## src/rtl/bus_sequencer.sv

```systemverilog
// CPU bus front-end for the three-counter timer: syncs CS/RD/WR, decodes writes into strobes, muxes read data.
// Latency: write strobes SYNC_STAGES+1 edges after WR rises; D_out/D_oe SYNC_STAGES+1 edges after RD falls.
// Backpressure: none; the host bus is paced only by its own strobe widths, overlapping RD/WR aborts the access.
//
// Ports: CLK/RESET (sync, active-high); CS/RD/WR active-low async strobes; A/D_in address and write data;
// D_out/D_oe registered read data and enable; control_word/cw_strobe, D_wr/wr_strobe/wr_msb, latch_strobe
// are one-cycle commands to the counters; count0..2 and status0..2 are the counters' readable values.
module bus_sequencer #(
    parameter int SYNC_STAGES = 2
) (
    input  logic        CLK,
    input  logic        RESET,
    input  logic        CS,
    input  logic        RD,
    input  logic        WR,
    input  logic [1:0]  A,
    input  logic [7:0]  D_in,
    output logic [7:0]  D_out,
    output logic        D_oe,
    output logic [7:0]  control_word,
    output logic [2:0]  cw_strobe,
    output logic [2:0]  wr_strobe,
    output logic [7:0]  D_wr,
    output logic        wr_msb,
    output logic [2:0]  latch_strobe,
    input  logic [15:0] count0,
    input  logic [15:0] count1,
    input  logic [15:0] count2,
    input  logic [7:0]  status0,
    input  logic [7:0]  status1,
    input  logic [7:0]  status2
);

    typedef enum logic [1:0] {IDLE, WR_ACT, RD_ACT, ABORT} state_t;

    // synchronizers, idle (high) after reset
    logic [SYNC_STAGES-1:0] cs_sync_q, cs_sync_d;
    logic [SYNC_STAGES-1:0] rd_sync_q, rd_sync_d;
    logic [SYNC_STAGES-1:0] wr_sync_q, wr_sync_d;
    logic cs_s, rd_s, wr_s;

    state_t      state_q, state_d;
    logic [1:0]  waddr_q, waddr_d;
    logic [7:0]  wdat_q, wdat_d;
    logic [1:0]  rd_a_q, rd_a_d;
    logic        rd_status_q, rd_status_d;   // current read returned a status byte

    logic [2:0][1:0] rw_mode_q, rw_mode_d;
    logic [2:0]      wptr_q, wptr_d;
    logic [2:0]      rptr_q, rptr_d;
    logic [2:0]      status_pending_q, status_pending_d;

    logic [7:0]  d_out_q, d_out_d;
    logic        d_oe_q, d_oe_d;
    logic [7:0]  control_word_q, control_word_d;
    logic [2:0]  cw_strobe_q, cw_strobe_d;
    logic [2:0]  wr_strobe_q, wr_strobe_d;
    logic [7:0]  d_wr_q, d_wr_d;
    logic        wr_msb_q, wr_msb_d;
    logic [2:0]  latch_strobe_q, latch_strobe_d;

    logic [2:0][15:0] count_all;
    logic [2:0][7:0]  status_all;

    assign count_all  = {count2, count1, count0};
    assign status_all = {status2, status1, status0};

    assign cs_s = cs_sync_q[SYNC_STAGES-1];
    assign rd_s = rd_sync_q[SYNC_STAGES-1];
    assign wr_s = wr_sync_q[SYNC_STAGES-1];

    always_comb begin
        cs_sync_d = {cs_sync_q[SYNC_STAGES-2:0], CS};
        rd_sync_d = {rd_sync_q[SYNC_STAGES-2:0], RD};
        wr_sync_d = {wr_sync_q[SYNC_STAGES-2:0], WR};
    end

    always_comb begin
        state_d          = state_q;
        waddr_d          = waddr_q;
        wdat_d           = wdat_q;
        rd_a_d           = rd_a_q;
        rd_status_d      = rd_status_q;
        rw_mode_d        = rw_mode_q;
        wptr_d           = wptr_q;
        rptr_d           = rptr_q;
        status_pending_d = status_pending_q;
        d_out_d          = d_out_q;
        d_oe_d           = 1'b0;
        control_word_d   = control_word_q;
        cw_strobe_d      = 3'b000;
        wr_strobe_d      = 3'b000;
        d_wr_d           = d_wr_q;
        wr_msb_d         = wr_msb_q;
        latch_strobe_d   = 3'b000;

        case (state_q)
            IDLE: begin
                if (!cs_s) begin
                    if (!rd_s && !wr_s) begin
                        state_d = ABORT;
                    end else if (!wr_s) begin
                        state_d = WR_ACT;
                        waddr_d = A;
                        wdat_d  = D_in;
                    end else if (!rd_s) begin
                        state_d     = RD_ACT;
                        rd_a_d      = A;
                        rd_status_d = 1'b0;
                        d_oe_d      = (A != 2'd3);
                        // A=11 matches no counter, so D_out keeps its old value
                        for (int i = 0; i < 3; i++) begin
                            if (A == 2'(i)) begin
                                if (status_pending_q[i]) begin
                                    d_out_d     = status_all[i];
                                    rd_status_d = 1'b1;
                                end else begin
                                    case (rw_mode_q[i])
                                        2'b10:   d_out_d = count_all[i][15:8];
                                        2'b11:   d_out_d = rptr_q[i] ? count_all[i][15:8]
                                                                     : count_all[i][7:0];
                                        default: d_out_d = count_all[i][7:0];
                                    endcase
                                end
                            end
                        end
                    end
                end
            end

            WR_ACT: begin
                waddr_d = A;
                wdat_d  = D_in;
                if (cs_s || (!rd_s && !wr_s)) begin
                    state_d = ABORT;
                end else if (wr_s) begin
                    // commit uses the byte registered while WR was still low
                    state_d = IDLE;
                    if (waddr_q == 2'd3) begin
                        if (wdat_q[7:6] == 2'b11) begin
                            // read-back: bit i+1 selects counter i, bit5/bit4 are active-low
                            for (int i = 0; i < 3; i++) begin
                                if (wdat_q[i+1]) begin
                                    if (!wdat_q[5]) latch_strobe_d[i] = 1'b1;
                                    if (!wdat_q[4]) status_pending_d[i] = 1'b1;
                                end
                            end
                        end else if (wdat_q[5:4] == 2'b00) begin
                            for (int i = 0; i < 3; i++) begin
                                if (wdat_q[7:6] == 2'(i)) begin
                                    latch_strobe_d[i] = 1'b1;
                                    rptr_d[i]         = 1'b0;
                                end
                            end
                        end else begin
                            control_word_d = wdat_q;
                            for (int i = 0; i < 3; i++) begin
                                if (wdat_q[7:6] == 2'(i)) begin
                                    rw_mode_d[i]        = wdat_q[5:4];
                                    wptr_d[i]           = 1'b0;
                                    rptr_d[i]           = 1'b0;
                                    status_pending_d[i] = 1'b0;
                                    cw_strobe_d[i]      = 1'b1;
                                end
                            end
                        end
                    end else begin
                        d_wr_d = wdat_q;
                        for (int i = 0; i < 3; i++) begin
                            if (waddr_q == 2'(i)) begin
                                wr_strobe_d[i] = 1'b1;
                                case (rw_mode_q[i])
                                    2'b10: wr_msb_d = 1'b1;
                                    2'b11: begin
                                        wr_msb_d  = wptr_q[i];
                                        wptr_d[i] = ~wptr_q[i];
                                    end
                                    default: wr_msb_d = 1'b0;
                                endcase
                            end
                        end
                    end
                end
            end

            RD_ACT: begin
                if (cs_s || (!rd_s && !wr_s)) begin
                    state_d = ABORT;
                end else if (rd_s) begin
                    // byte consumed: status reads clear the pending flag, LSB/MSB reads advance rptr
                    state_d = IDLE;
                    for (int i = 0; i < 3; i++) begin
                        if (rd_a_q == 2'(i)) begin
                            if (rd_status_q) begin
                                status_pending_d[i] = 1'b0;
                            end else if (rw_mode_q[i] == 2'b11) begin
                                rptr_d[i] = ~rptr_q[i];
                            end
                        end
                    end
                end else begin
                    d_oe_d = (rd_a_q != 2'd3);
                end
            end

            ABORT: begin
                if (rd_s && wr_s) state_d = IDLE;
            end

            default: state_d = IDLE;
        endcase
    end

    always_ff @(posedge CLK) begin
        if (RESET) begin
            cs_sync_q        <= '1;
            rd_sync_q        <= '1;
            wr_sync_q        <= '1;
            state_q          <= IDLE;
            waddr_q          <= 2'd0;
            wdat_q           <= 8'd0;
            rd_a_q           <= 2'd0;
            rd_status_q      <= 1'b0;
            rw_mode_q        <= {3{2'b01}};
            wptr_q           <= 3'b000;
            rptr_q           <= 3'b000;
            status_pending_q <= 3'b000;
            d_out_q          <= 8'd0;
            d_oe_q           <= 1'b0;
            control_word_q   <= 8'd0;
            cw_strobe_q      <= 3'b000;
            wr_strobe_q      <= 3'b000;
            d_wr_q           <= 8'd0;
            wr_msb_q         <= 1'b0;
            latch_strobe_q   <= 3'b000;
        end else begin
            cs_sync_q        <= cs_sync_d;
            rd_sync_q        <= rd_sync_d;
            wr_sync_q        <= wr_sync_d;
            state_q          <= state_d;
            waddr_q          <= waddr_d;
            wdat_q           <= wdat_d;
            rd_a_q           <= rd_a_d;
            rd_status_q      <= rd_status_d;
            rw_mode_q        <= rw_mode_d;
            wptr_q           <= wptr_d;
            rptr_q           <= rptr_d;
            status_pending_q <= status_pending_d;
            d_out_q          <= d_out_d;
            d_oe_q           <= d_oe_d;
            control_word_q   <= control_word_d;
            cw_strobe_q      <= cw_strobe_d;
            wr_strobe_q      <= wr_strobe_d;
            d_wr_q           <= d_wr_d;
            wr_msb_q         <= wr_msb_d;
            latch_strobe_q   <= latch_strobe_d;
        end
    end

    assign D_out        = d_out_q;
    assign D_oe         = d_oe_q;
    assign control_word = control_word_q;
    assign cw_strobe    = cw_strobe_q;
    assign wr_strobe    = wr_strobe_q;
    assign D_wr         = d_wr_q;
    assign wr_msb       = wr_msb_q;
    assign latch_strobe = latch_strobe_q;

endmodule

```

## config.mk

```make
export PLATFORM = sky130hd
export DESIGN_NAME = bus_sequencer
export DESIGN_NICKNAME = d
export VERILOG_FILES = /design/src/rtl/bus_sequencer.sv
export SDC_FILE = /design/constraint.sdc
export NUM_CORES = 1
export LEC_CHECK = 0
export ABC_AREA = 1
export CORE_AREA = 10 10 104 106
export CTS_CLUSTER_DIAMETER = 80
export DETAILED_ROUTE_END_ITERATION = 12
export DIE_AREA = 0 0 114 116
export PLACE_DENSITY = 0.85
export RECOVER_POWER = 50
export SETUP_SLACK_MARGIN = 0.15
export SYNTH_ARGS = -nofsm -noshare
export SYNTH_HDL_FRONTEND = slang
export SYNTH_SLANG_ARGS = --single-unit
export TNS_END_PERCENT = 10
```

## constraint.sdc

```tcl
create_clock -name CLK -period 1.9 [get_ports CLK]
set_input_delay 0.38 -clock CLK [delete_from_list [all_inputs] [get_ports CLK]]
set_output_delay 0.38 -clock CLK [all_outputs]
set_load 0.01 [all_outputs]
```

# Word-level counts from Yosys, hierarchy flattened
# Index checks and enable logic that the tools add are counted.
# word_totals
ff_bits,71
in_bits,87
out_inout_bits,35
elab_cells,248
# classes
eq_ne,58
mux,104
bitwise_logic,15
reduce_logical,43
# op_table
cell,count
$mux 8,12
$pmux 8 s2,4
$mux 1,51
$mux 3,17
$ne 2x2->1 const B,25
$reduce_and 12->1,3
$reduce_and 11->1,3
$ne 3x3->1 const B,10
$eq 2x2->1 const B,14
$mux 2,12
$reduce_and 8->1,3
$reduce_and 7->1,3
$reduce_bool 2->1,8
$not 1->1,15
$reduce_and 5->1,3
$logic_not 2->1,6
$pmux 3 s2,2
$reduce_and 6->1,2
$eq 2x1->1 const B,5
$reduce_or 5->1,2
$pmux 1 s2,4
$pmux 2 s4,1
$reduce_and 4->1,2
$reduce_or 7->1,1
7 further kinds,12

# Depth between registers and ports, before layout
# logic_depth
ltp_word,8
mapped_depth,11
mapped_depth_nobuf,11

# Worst setup path before layout
# Ideal clock, no wire load.
# synth_timing
kind,register -> register
startpoint,register state_q[0]
endpoint,"register d_out_q[0], in the netlist D_out[0]"
setup_time_ns,0.119
arrival_time_ns,1.358
t_required_ns,1.781
path_slack_ns,0.422
path_stages_with_launch,10
path_cell_list,dfxtp_1 > inv_1 > ha_1 > inv_1 > nor2_1 > nand2_2 > a21oi_4 > inv_4 > a21oi_2 > a21oi_1
# synth_between
elab_chain_cells,2
# synth_lines
element,line,source
from (decl),42,"state_t state_q, state_d;"
from (signal assigned),240,state_q <= state_d;
$logic_not 2->1,97,case (state_q)
$reduce_and 6->1 (no source line),n/a,
to (signal assigned),249,d_out_q <= d_out_d;
to (decl),53,"logic [7:0] d_out_q, d_out_d;"
# Every way passes these cells.
# A chain may end at the register's enable or synchronous reset.

# Worst setup path after layout
# layout_timing
startpoint,register state_q[0]
endpoint,register wdat_q[2]
# layout_between
elab_chain_cells,3
word_cells_on_any_way,8
cone_classes,eq/ne (4); mux (1); reduce/logical (3)
# layout_lines
element,line,source
$eq 2x1->1 / $logic_not 2->1 (equally long branches),97,
$reduce_bool 2->1 (no source line) / $ne 2x2->1 (equally long branches),n/a,
$reduce_and 4->1 (no source line),n/a,
to (signal assigned),242,wdat_q <= wdat_d;
to (decl),44,"logic [7:0] wdat_q, wdat_d;"
# Parallel ways exist; a longest one is shown, timed or not.

==> qor.txt <==
clock tree from TritonCTS = yes
post-synth design cell area = 4074 sq um
share of post-route cells with drive strength above 1 = 0.1041
all-layer global routing usage = 0.1971
final standard cell utilization of the core = 0.6550
HPWL after detailed placement = 10640 microns
maximum number of pins on one net before global-route repair = 44
worst setup slack after placement = -0.02350 ns
Num Clock Sinks = 71
setup violators final = 0
detail-routed via count per cell = 5.298
Distinct cells, synth = 34
initial antenna violation count = 0
DIE HEIGHT = 116 microns
clock transition at the registers of the reported paths = 0.07 ns
die boundary width = 114 microns
endpoint type of the worst setup path = flop
setup TNS = 0 ns
number of global-route vias before repair = 4315
GR Overflow Total = 0
worst-path maximum fanout = 10
register share of total power = 0.342
deepest clock path buffer count = 2
max-slew violations = 0
diodes inserted = 0
Max Clk Rate = 0.5844 GHz
most area-consuming cells after synthesis = sky130_fd_sc_hd__dfxtp_1 (35%), sky130_fd_sc_hd__nand2_1 (12%), sky130_fd_sc_hd__nand3_1 (9.0%)
number of cells in the design after placement = 835
maximum resistive drop on vdd = 0.5963 mV
count of state elements after synthesis = 71
Clock Latency Late Sink = 0.34 ns
maximum capacitance violations = 0
Design Area, Final = 5684 sq um
run status = complete, no violations
Reg2Reg Capture Point = wdat_q[2]$_SDFFE_PP0P_
DR pass1 iterations = 5
count of hold buffers inserted by post-cts repair = 0
Post-Syn Nets = 717
share of total power in combinational logic = 0.419
area growth from synthesis to layout = 39.53%
Final Wtd Congestion = 0.9338
Floorplan Core Area = 8678 sq um
average routed wire per standard cell = 15.96 microns
Internal Pwr Total = 0.003047 W
power per standard cell area = 890.5 nW/um^2
share of Yosys cell area claimed by the top area cell type = 0.3489
H-tree levels = 3
Period Utilization, post-route = 0.9006
fraction of registers with async set/reset = 0
wire length reported by the detailed router = 13680 microns
final non-filler cell total = 857
number of cells on the worst reg-to-reg path = 8
top cell type by total area after synthesis = sky130_fd_sc_hd__dfxtp_1
Min-Delay Path Class = reg -> reg
FF-to-FF setup slack = 0.19 ns
cts bufs inserted = 9
top flip-flop cell by instance count after synthesis = sky130_fd_sc_hd__dfxtp_1
share of the yosys chip area belonging to registers = 0.3489
total number of vias = 4540
number of flops mapped to enable cells by yosys = 0
worst r2r src = state_q[0]$_SDFFE_PP0P_
DRC violation count after routing = 0
Worst EP arrival = 1.98 ns
proportion of total power due to net switching = 0.3980
Synth Instances = 616
Yosys Warn Count = 0
Worst Tran Pin Value = 0.5084 ns
fillcell total = 809
average cell area after synthesis = 6.613 sq um
placement-stage cell area = 5389 sq um
Total Die Area = 13220 sq um
standard-cell row count = 34
IO Count = 122
HP Start = rd_sync_q[0]$_SDFF_PP1_
effective utilization at floorplan = 0.4694
type of element launching the critical path = flop
clock power share = 0.239
hold-critical path endpoint = rd_sync_q[1]$_SDFF_PP1_
leakage power = 2.471 nW
final period demand of the worst path = 1.711 ns
total number of nets in the final design = 845
max-slew headroom at the worst pin = 0.6611
clock root cell = sky130_fd_sc_hd__clkbuf_8
Switch Pwr = 0.002014 W
classification of the worst setup path = reg -> reg
required time reported for the critical path endpoint = 2.17 ns
multi-input gate area in the final layout = 2327 sq um
number of buffers inserted by port buffering = 121
Setup Skew = 0.01091 ns
global-route wire length before repair = 21470 microns
final hold viol count = 0
Routed Antenna Nets = 0
depth of the worst hold-timing path = 1
initial DRC count = 466
flip-flop and latch area = 1421 sq um
RSZ-0062 raised after global routing = true
final worst setup slack = 0.1888 ns
==> area by class of cell <==
| cell class | instances | share of cell area |
|---|---|---|
| sequential | 71 | 0.2501 |
| multi-input combinational | 460 | 0.4094 |
| tap | 108 | 0.02377 |
| clock inverter | 6 | 0.01211 |
| inverter | 65 | 0.04424 |
| timing repair buffer | 137 | 0.2379 |
| clock buffer | 10 | 0.02245 |
==> cells by family (layout without fill, tap and decap cells) <==
family,after synthesis,in the layout,synth area share
and+or+nand+nor,317,317,0.3378
DFF,71,71,0.3489
buffers and inverters,86,218,0.09275
AOI/OAI and AO/OA,128,129,0.1775
adders and majority gates,14,14,0.04300
==> sequential cells by signal, summed over array words and instances (netlist names), 3 cells and up <==
register and count:
D_out 8, D_wr 8, control_word 8, cw_strobe 3, latch_strobe 3, rptr_q 3
rw_mode_q 6, status_pending_q 3, wdat_q 8, wptr_q 3, wr_strobe 3
==> cell usage after synthesis (2+ instances only) <==
cell / count
sky130_fd_sc_hd__buf_6: 2
sky130_fd_sc_hd__a211oi_1: 4
sky130_fd_sc_hd__nor2_1: 84
sky130_fd_sc_hd__clkbuf_1: 8
sky130_fd_sc_hd__buf_2: 7
sky130_fd_sc_hd__nand2_2: 3
sky130_fd_sc_hd__o211ai_1: 3
sky130_fd_sc_hd__inv_2: 4
sky130_fd_sc_hd__a21oi_2: 10
sky130_fd_sc_hd__or2_2: 7
sky130_fd_sc_hd__dfxtp_1: 71
sky130_fd_sc_hd__ha_1: 14
sky130_fd_sc_hd__a21oi_1: 47
sky130_fd_sc_hd__o21ai_0: 57
sky130_fd_sc_hd__nor2_4: 2
sky130_fd_sc_hd__o21ai_2: 4
sky130_fd_sc_hd__buf_4: 2
sky130_fd_sc_hd__inv_1: 58
sky130_fd_sc_hd__nor2_2: 5
sky130_fd_sc_hd__nand3_1: 73
sky130_fd_sc_hd__nand2_1: 133
sky130_fd_sc_hd__or2_1: 6
==> power groups by stage <==
| stage | clock, W | combinational (W) | sequential [W] |
|---|---|---|---|
| 6_report | 0.00121 | 0.00212 | 0.00173 |
| 5_1_grt | 0.00130 | 0.00240 | 0.00174 |
| 4_1_cts | 0.00122 | 0.00199 | 0.00172 |
| 3_5_place_dp | 0 | 0.00197 | 0.00175 |
| 3_3_place_gp | 0 | 0.00193 | 0.00174 |
| 2_1_floorplan | 0 | 0.00139 | 0.00173 |
==> cells in the final DEF, fill, tap and decap left out, types with 3 or more instances in the layout <==
cell type / n
sky130_fd_sc_hd__nand2_1: 133
sky130_fd_sc_hd__clkdlybuf4s50_1: 109
sky130_fd_sc_hd__nor2_1: 83
sky130_fd_sc_hd__nand3_1: 73
sky130_fd_sc_hd__dfxtp_1: 71
sky130_fd_sc_hd__inv_1: 56
sky130_fd_sc_hd__o21ai_0: 56
sky130_fd_sc_hd__a21oi_1: 48
sky130_fd_sc_hd__buf_4: 13
sky130_fd_sc_hd__dlygate4sd3_1: 12
sky130_fd_sc_hd__a21oi_2: 9
sky130_fd_sc_hd__ha_1: 9
sky130_fd_sc_hd__clkbuf_8: 9
sky130_fd_sc_hd__nor2_2: 7
sky130_fd_sc_hd__or2_2: 7
sky130_fd_sc_hd__inv_2: 6
sky130_fd_sc_hd__or2_1: 6
sky130_fd_sc_hd__a211oi_1: 4
sky130_fd_sc_hd__o21ai_2: 4
sky130_fd_sc_hd__nand2_2: 3
sky130_fd_sc_hd__o211ai_1: 3
sky130_fd_sc_hd__ha_4: 3
==> metal layers <==
layer  GRT usage  wire (microns)
met5           0               0
met4     0.04929             182
met3     0.06098            1351
met2      0.3311            6432
met1      0.2403            5715
==> metrics by stage <==
stage / power, W / hold WS [ns]
after floorplan: 0.003115 / 0.3895
after global placement: 0.003675 / 0.3925
after detailed placement: 0.003721 / 0.3998
after CTS: 0.004931 / 0.4184
after global routing: 0.005445 / 0.4381
final: 0.005062 / 0.4177
==> repair_timing <==
action,CTS,global route
pin swaps,0,3
gates cloned,0,1
setup endpoints to repair,19,54
buffers inserted,0,5
gates resized for setup,1,17
==> critical path: stages (launching register included) <==
cell and delay [ns]:
sky130_fd_sc_hd__dfxtp_1 0.41, sky130_fd_sc_hd__inv_1 0.14, sky130_fd_sc_hd__ha_4 0.22, sky130_fd_sc_hd__inv_1 0.07
sky130_fd_sc_hd__nor2_2 0.04, sky130_fd_sc_hd__nand2_1 0.18, sky130_fd_sc_hd__o21ai_2 0.19, sky130_fd_sc_hd__or2_1 0.26
sky130_fd_sc_hd__a21oi_1 0.12
==> how the worst max path moves through the flow <==
stage	cells past startpoint	slack (ns)	from	endpoint
floorplan	9	0.42	state_q[0]$_SDFFE_PP0P_	D_out[0]$_SDFFE_PP0P_
global placement	6	0.06	A[0]	D_out[6]$_SDFFE_PP0P_
detailed placement	9	-0.02	A[1]	D_out[6]$_SDFFE_PP0P_
CTS	9	0.08	state_q[0]$_SDFFE_PP0P_	D_out[6]$_SDFFE_PP0P_
global route	9	0.07	state_q[0]$_SDFFE_PP0P_	status_pending_q[0]$_SDFFE_PP0P_
finish	8	0.19	state_q[0]$_SDFFE_PP0P_	wdat_q[2]$_SDFFE_PP0P_
Note: power is estimated with default switching activity, not from simulation.
